## src/rtl/stream_mux_sel.sv

```systemverilog
// N-way valid/ready packet multiplexer with fixed or round-robin channel select,
// packet locking and a registered output beat. Optional macro: STREAM_MUX_SEL_ERR_CNT_EN.
module stream_mux_sel #(
   parameter int WIDTH  = 8,
   parameter int NUM_CH = 10,
   parameter int SEL_W  = 4
) (
   input  logic                    clk,
   input  logic                    rst_n,
   input  logic [NUM_CH*WIDTH-1:0] in_data,
   input  logic [NUM_CH-1:0]       in_valid,
   input  logic [NUM_CH-1:0]       in_last,
   output logic [NUM_CH-1:0]       in_ready,
   input  logic                    mode,
   input  logic [SEL_W-1:0]        sel,
   output logic [WIDTH-1:0]        out_data,
   output logic                    out_valid,
   output logic                    out_last,
   input  logic                    out_ready,
   output logic [SEL_W-1:0]        cur_ch,
   output logic                    sel_err,
   output logic [15:0]             err_cnt
);

   // state  | meaning
   // IDLE   | no channel owns the output; pick a candidate and grant it
   // LOCKED | cur_ch owns the output until its in_last beat is accepted
   typedef enum logic {IDLE, LOCKED} state_t;

   localparam logic [SEL_W:0]   NUM_CH_X = (SEL_W+1)'(NUM_CH);
   localparam logic [SEL_W-1:0] LAST_CH  = SEL_W'(NUM_CH - 1);

   state_t           state;
   logic [WIDTH-1:0] ch_data [NUM_CH];
   logic             sel_oor;
   logic [SEL_W-1:0] fx_cand;
   logic [SEL_W-1:0] rr_cand;
   logic             rr_found;
   logic [SEL_W:0]   rr_sum;
   logic [SEL_W-1:0] cand;
   logic             grant;
   logic             take;
   logic             accept;

   for (genvar k = 0; k < NUM_CH; k++) begin : g_split
      assign ch_data[k] = in_data[k*WIDTH +: WIDTH];
   end

   assign sel_oor = ({1'b0, sel} >= NUM_CH_X);
   assign fx_cand = sel_oor ? '0 : sel;

   // Upward search starting one past the last grant, wrapping at NUM_CH-1.
   always_comb begin
      rr_cand  = '0;
      rr_found = 1'b0;
      rr_sum   = '0;
      for (int i = 1; i <= NUM_CH; i++) begin
         rr_sum = {1'b0, cur_ch} + (SEL_W+1)'(i);
         if (rr_sum >= NUM_CH_X) rr_sum = rr_sum - NUM_CH_X;
         if (!rr_found && in_valid[rr_sum[SEL_W-1:0]]) begin
            rr_found = 1'b1;
            rr_cand  = rr_sum[SEL_W-1:0];
         end
      end
   end

   assign cand   = mode ? rr_cand : fx_cand;
   assign grant  = (state == IDLE) && (mode ? rr_found : in_valid[cand]);
   assign take   = out_ready | ~out_valid;
   assign accept = (state == LOCKED) && in_valid[cur_ch] && take;

   always_comb begin
      in_ready = '0;
      if (state == LOCKED) in_ready[cur_ch] = take;
   end

   always_ff @(posedge clk or negedge rst_n) begin
      if (!rst_n) begin
         state     <= IDLE;
         cur_ch    <= LAST_CH;
         out_data  <= '0;
         out_valid <= 1'b0;
         out_last  <= 1'b0;
         sel_err   <= 1'b0;
      end else begin
         sel_err <= 1'b0;
         case (state)
            IDLE: begin
               if (grant) begin
                  cur_ch  <= cand;
                  state   <= LOCKED;
                  sel_err <= ~mode & sel_oor;
               end
            end
            LOCKED: begin
               if (accept && in_last[cur_ch]) state <= IDLE;
            end
            default: state <= IDLE;
         endcase
         // Output register drains independently of the FSM state.
         if (accept) begin
            out_data  <= ch_data[cur_ch];
            out_last  <= in_last[cur_ch];
            out_valid <= 1'b1;
         end else if (out_ready) begin
            out_valid <= 1'b0;
         end
      end
   end

`ifdef STREAM_MUX_SEL_ERR_CNT_EN
   always_ff @(posedge clk or negedge rst_n) begin
      if (!rst_n)                            err_cnt <= '0;
      else if (sel_err && err_cnt != 16'hFFFF) err_cnt <= err_cnt + 16'd1;
   end
`else
   assign err_cnt = 16'h0000;
`endif

endmodule
```

## config.mk

```make
export PLATFORM = sky130hd
export DESIGN_NAME = stream_mux_sel
export DESIGN_NICKNAME = d
export VERILOG_FILES = /design/src/rtl/stream_mux_sel.sv
export SDC_FILE = /design/constraint.sdc
export NUM_CORES = 1
export LEC_CHECK = 0
export CORE_UTILIZATION = 52
export DETAILED_ROUTE_END_ITERATION = 8
export GPL_TIMING_DRIVEN = 0
export PLACE_DENSITY = 0.89
export SETUP_SLACK_MARGIN = 0.15
export SLEW_MARGIN = 0
export SYNTH_ARGS = -nofsm -noshare
export SYNTH_HDL_FRONTEND = slang
export SYNTH_SLANG_ARGS = --single-unit
```

## constraint.sdc

```tcl
create_clock -name clk -period 11.38 [get_ports clk]
set_input_delay 2.845 -clock clk [delete_from_list [all_inputs] [get_ports clk]]
set_output_delay 2.845 -clock clk [all_outputs]
set_load 0.1 [all_outputs]
```

==> flow_summary_export.csv, run 1 <==
group,metric,value,unit
synthesis,ys_types,90,
synthesis,synth_area_leaders,"mux4_2 (11%), dfrtp_1 (7.5%), ha_1 (5.9%), mux2i_1 (5.2%), mux2_2 (4.6%)",
floorplan,die_h,96.6,um
status,status,"completed",
setup_path,path_max_fanout,10,
synthesis,synth_area,4660,um2
synthesis,synth_edf_count,0,
setup_path,reg2regPathDepth,23,
detailed_routing,met2_length,8590,um
finish,final_cells,837,
detailed_routing,top_layer_used,"met4",
detailed_routing,drt-initial-drc-count,553,
clocking,hold_buffers,0,
timing,tightest_slew,1.03,ns
run,max_cap_violations,0,
placement,place.gp.congestion,0.970,
synthesis,synth_most_common_cell,"nand2_1",
timing,rsz0062_at_grt,"no",
timing,finalHoldWorstSlack,0.493,ns
timing,hold_viol_final,0,
clocking,clock_latency,0.25,ns
setup_path,arrival,5.35,ns
finish,drive_gt1_share,13.4,%
clocking,cts_resized,0,
synthesis,synthDominantCellAreaShare,11.1,%
synthesis,ys_warn_count,0,
setup_path,end_kind,"output pin",
timing,slew_violations,0,
detailed_routing,m1WireLength,7080,um
setup_path,endpoint,"in_ready[4]",
detailed_routing,drt_drc_violations_left,0,
clocking,htree_levels,1,
setup_path,startpoint,"out_ready",
synthesis,synth_seq_cells,16,
global_route,grt_pass1_wl,28500,um
floorplan,die_w,96.6,um
timing,max_freq,0.122,GHz
setup_path,worstSetupPathType,"input pin to output pin",
clocking,clockBufferDepth,2,
floorplan,die_area,9340,um2
global_route,grt_max_degree,17,
floorplan,coreArea,8680,um2
min_path,hold_path_class,"flop to flop",
clocking,clkSinkCount,16,
setup_path,r2r-end,"cur_ch[1]$_DFFE_PN0P_",
global_route,grt-ovfl-total,0,
placement,hpwl,15000,um
finish,diodes,0,
detailed_routing,route.met3.wl,1920,um
finish,synthToLayoutAreaGrowth,33.2,%
clocking,cts_tree,"yes",
floorplan,num_io_pins,149,
synthesis,synthArstFlopShare,100,%
synthesis,synth_cells,580,
synthesis,syn_avg_cell_area,8.03,um2
timing,fin_crit,8.19,ns
timing,skew,0.00253,ns
synthesis,synth_ff_type,"dfrtp_1",
detailed_routing,dr.pass1.iters,5,
placement,place.port_buffers,131,
synthesis,seq_area_frac_synth,8.65,%
clocking,post_cts_buffers,0,
timing,tns,0,ns
detailed_routing,wire_per_inst,22.0,um
timing,setup_viol,0,
global_route,antenna_found_initial,0,
clocking,path_clk_slew,0.06,ns
clocking,cts_buffers,3,
setup_path,cp.required,8.54,ns
setup_path,rrSetupSlack,4.04,ns
floorplan,std_cell_rows,34,
global_route,grt_use_total,37.7,%
placement,dp.cells,834,
floorplan,initial_core_util,53.7,%
detailed_routing,wirelength,18400,um
setup_path,r2r_start,"cur_ch[0]$_DFFE_PN1P_",
synthesis,synth_top_cell_by_area,"mux4_2",
detailed_routing,vias,5667,
finish,fin_nets,862,
timing,fin_crit_sh,72.0,%
detailed_routing,vias_per_cell,6.77,
synthesis,synthTopCellsByCount,"nand2_1 (47), nor2_1 (45), o21ai_0 (38)",
timing,slew_headroom,31.1,%
setup_path,startpoint_type,"input pin",
clocking,cts_root_buf,"clkbuf_8",
detailed_routing,ant_nets,0,
global_route,first_global_vias,5424,
==> metrics by stage <==
step                      setup WS (ns)  instance area (um2)  utilization, %
after floorplan                    4.43                 4710               -
after global placement             3.31                 6160            71.0
after detailed placement           3.21                 6160            71.0
after CTS                          3.21                 6200            71.5
after global routing               3.11                 6200            71.5
final                              3.19                 6200            71.5
==> metal layers <==
layer	vias up	GRT usage, %
met4	0	17.6
met2	392	62.0
met1	2701	47.9
met3	54	6.86
li1	2520	-
met5	-	0
==> kinds of logic after synthesis <==
group / count (synthesis) / share of synthesized area (%)
muxes: 71 / 22.1
other: 1 / 0.0805
and+or+nand+nor: 193 / 21.4
adders and majority gates: 23 / 6.34
xor gates and xnor gates: 12 / 2.74
buffers and inverters: 69 / 7.68
DFF: 16 / 8.65
AOI/OAI and AO/OA: 195 / 31.0
==> cell type report <==
class	instances	area, um2
Clock buffer	3	41.3
Timing Repair Buffer	131	1310
Fill cell	700	2480
Sequential cell	16	403
Inverter	19	71.3
Multi-Input combinational cell	510	3950
Tap cell	108	135
Buffer	50	287
==> state kept, by name, summed over array words and instances, names as in the netlist <==
signal and count:
cur_ch 4, sel_err 1, out_valid 1, out_data 8
out_last 1, state 1
==> critical path: stages <==
cell,delay (ns)
clkdlybuf4s50_1,0.46
nand2b_1,0.13
and2_1,0.27
clkbuf_1,0.30
and3_1,0.20
clkdlybuf4s50_1,1.14
==> worst min path at each step <==
stage / start / endpoint / depth (start not counted)
final: out_data[3]$_DFFE_PN0P_ / out_data[3]$_DFFE_PN0P_ / 2
after CTS: out_last$_DFFE_PN0P_ / out_last$_DFFE_PN0P_ / 2
after floorplan: state$_DFF_PN0_ / sel_err$_DFF_PN0_ / 1
after detailed placement: out_last$_DFFE_PN0P_ / out_last$_DFFE_PN0P_ / 2
after global routing: out_data[0]$_DFFE_PN0P_ / out_data[0]$_DFFE_PN0P_ / 2
after global placement: out_data[2]$_DFFE_PN0P_ / out_data[2]$_DFFE_PN0P_ / 2
==> cells in the final DEF, fill, tap and decap left out, types with 12 or more instances in the layout <==
cell,n
clkdlybuf4s50_1,131
nor2_1,45
a21oi_1,30
conb_1,16
ha_1,22
buf_4,16
mux2_2,19
dfrtp_1,14
and3_1,12
inv_1,16
nand2_1,47
nand3_1,14
clkbuf_1,22
mux4_2,23
a31oi_1,18
o21ai_0,38
nand2b_1,18
mux2i_1,24
Power of run 1 is left out: the tool's default activity adds up to more than one toggle a clock period on the data nets, which glitch-free logic cannot reach.
==> inputs of run 2 (changes only) <==
--- a/config.mk
+++ b/config.mk
@@ -5,10 +5,10 @@
 export SDC_FILE = /design/constraint.sdc
 export NUM_CORES = 1
 export LEC_CHECK = 0
-export CORE_UTILIZATION = 52
+export CORE_UTILIZATION = 44
 export DETAILED_ROUTE_END_ITERATION = 8
 export GPL_TIMING_DRIVEN = 0
-export PLACE_DENSITY = 0.89
+export PLACE_DENSITY = 0.8
 export SETUP_SLACK_MARGIN = 0.15
 export SLEW_MARGIN = 0
 export SYNTH_ARGS = -nofsm -noshare
==> constraint.sdc (replaced) <==
create_clock -name clk -period 7.5 [get_ports clk]
set_input_delay 1.875 -clock clk [delete_from_list [all_inputs] [get_ports clk]]
set_output_delay 1.875 -clock clk [all_outputs]
set_load 0.1 [all_outputs]
==> flow_summary_export.csv, run 2 (synthesis results as in run 1) <==
group,metric,value,unit
min_path,worstHoldStart,"out_last$_DFFE_PN0P_",
finish,final_common_cell,"clkdlybuf4s50_1",
floorplan,die_w,105,um
detailed_routing,wirelength,18400,um
clocking,path_clk_slew,0.06,ns
timing,tns,0,ns
placement,place.port_buffers,131,
setup_path,crit_slowest_cell,"dfstp_2",
floorplan,die_area,11000,um2
placement,dp_slack,0.423,ns
timing,tightest_slew,1.00,ns
setup_path,arrival,7.04,ns
detailed_routing,dr.pass1.iters,6,
setup_path,crit_chain,"buf_6 > buf_8 > buf_6 > buf_6 > inv_1 > ha_1 > clkbuf_2 > inv_1 > ha_1 > a21oi_1 > a311oi_2 > mux2_1 > o21ai_1 > o31a_1 > o21ai_0 > o221ai_1 > a31oi_1 > a22oi_1 > mux4_2 > and3b_1 > o31ai_4 > mux2_1",
detailed_routing,drt_drc_violations_left,0,
detailed_routing,vias,5577,
clocking,clkSinkCount,16,
detailed_routing,ant_nets,0,
timing,max_freq,0.145,GHz
setup_path,end_kind,"flop",
clocking,post_cts_buffers,0,
timing,setup_ws,0.597,ns
timing,slew_headroom,32.9,%
clocking,clock_latency,0.26,ns
timing,hold_viol_final,0,
global_route,antenna_found_initial,0,
setup_path,slowest_delay,0.64,ns
global_route,grt_max_degree,17,
timing,fin_crit_sh,92.0,%
floorplan,num_io_pins,149,
finish,drive_gt1_share,13.8,%
clocking,cts_tree,"yes",
timing,fin_crit,6.90,ns
floorplan,initial_core_util,45.3,%
detailed_routing,vias_per_cell,6.44,
run,max_cap_violations,0,
setup_path,startpoint,"cur_ch[0]$_DFFE_PN1P_",
setup_path,cp.required,7.63,ns
setup_path,startpoint_type,"flop",
detailed_routing,wire_per_inst,21.3,um
setup_path,worstSetupPathType,"flop to flop",
floorplan,std_cell_rows,37,
timing,setup_viol,0,
placement,place_area,6190,um2
global_route,grt_use_total,33.4,%
clocking,cts_resized,0,
status,status,"completed",
setup_path,path_max_fanout,10,
finish,synthToLayoutAreaGrowth,34.3,%
clocking,htree_levels,1,
timing,skew,0.00618,ns
setup_path,worst-path-buf-inv,7,
setup_path,critical_path.top_delay_family,"compound AO/OA/AOI/OAI gates",
finish,reg.largest.list,"out_data: 8 flops, cur_ch: 4 flops",
clocking,hold_buffers,0,
finish,fin_nets,862,
finish,diodes,0,
detailed_routing,drt-initial-drc-count,445,
clocking,cts_root_buf,"clkbuf_8",
global_route,grt_pass1_wl,28800,um
finish,fin_area,6250,um2
global_route,grt-ovfl-total,0,
setup_path,path_common_cell,"buf_6",
global_route,first_global_vias,5395,
setup_path,r2r_start,"cur_ch[0]$_DFFE_PN1P_",
floorplan,die_h,105,um
placement,place.gp.congestion,0.992,
timing,slew_violations,0,
min_path,hold_path_class,"flop to flop",
floorplan,coreArea,10300,um2
placement,hpwl,15000,um
clocking,clockBufferDepth,2,
finish,largest_reg_flops,8,
finish,mostFrequentLayoutCells,"clkdlybuf4s50_1 (131), nand2_1 (47), nor2_1 (45)",
timing,rsz0062_at_grt,"no",
clocking,cts_buffers,3,
finish,top_register,"out_data",
[run 2: worst paths after layout]
check | end | slack, ns | depth (start not counted)
max in group asynchronous | out_last$_DFFE_PN0P_ | 5.00 | 1
worst min register to register | out_last$_DFFE_PN0P_ | 0.48 | 2
worst max-delay path | cur_ch[2]$_DFFE_PN0P_ | 0.60 | 22
min in group asynchronous | out_data[5]$_DFFE_PN0P_ | 2.05 | 1
worst min-delay path | out_last$_DFFE_PN0P_ | 0.48 | 2
worst max register to register | cur_ch[2]$_DFFE_PN0P_ | 0.60 | 22
[run 2: worst reg2reg max path, cell delays in order, from the launching register on]
cell and delay, ns:
dfstp_2 0.64, buf_6 0.19, buf_8 0.15, buf_6 0.17, buf_6 0.19, inv_1 0.13
ha_1 0.36, clkbuf_2 0.23, inv_1 0.30, ha_1 0.32, a21oi_1 0.09, a311oi_2 0.50
mux2_1 0.38, o21ai_1 0.12, o31a_1 0.36, o21ai_0 0.29, o221ai_1 0.24, a31oi_1 0.11
a22oi_1 0.47, mux4_2 0.59, and3b_1 0.22, o31ai_4 0.36, mux2_1 0.37
[run 2: area by class of cell]
cell class | count | area [um2]
fillers | 949 | 4020
multi-input cells | 510 | 3950
repair buffers | 131 | 1310
flip-flops and latches | 16 | 403
plain buffers | 50 | 288
well taps | 136 | 170
inverters | 19 | 75.1
clock buffers | 4 | 55.1
[run 2: through the flow]
stage / utilization (%) / std cells / hold WS (ns)
3_5_place_dp: 60.3 / 862 / 0.471
4_1_cts: 60.8 / 866 / 0.486
6_report: 60.9 / 866 / 0.484
5_1_grt: 60.9 / 866 / 0.517
3_3_place_gp: 60.3 / 862 / 0.466
2_1_floorplan: - / 595 / 0.466
[run 2: metal layers]
metal / up-vias / track usage, % / part of all wire, %
met5: - / 0 / 0
met4: 0 / 14.8 / 4.9
met3: 62 / 3.81 / 8.1
met2: 346 / 57.6 / 47
met1: 2640 / 41.9 / 40
li1: 2529 / - / -
Power of run 2 is left out for the same reason.
==> inputs of run 3 (changes only) <==
--- a/config.mk
+++ b/config.mk
@@ -5,7 +5,9 @@
 export SDC_FILE = /design/constraint.sdc
 export NUM_CORES = 1
 export LEC_CHECK = 0
+export CAP_MARGIN = 20
 export CORE_UTILIZATION = 44
+export CTS_CLUSTER_SIZE = 16
 export DETAILED_ROUTE_END_ITERATION = 8
 export GPL_TIMING_DRIVEN = 0
 export PLACE_DENSITY = 0.8
==> results of run 3 <==
Same layout as run 2: the final DEF is identical, and so are final timing and power.
Power of run 3 is left out for the same reason.
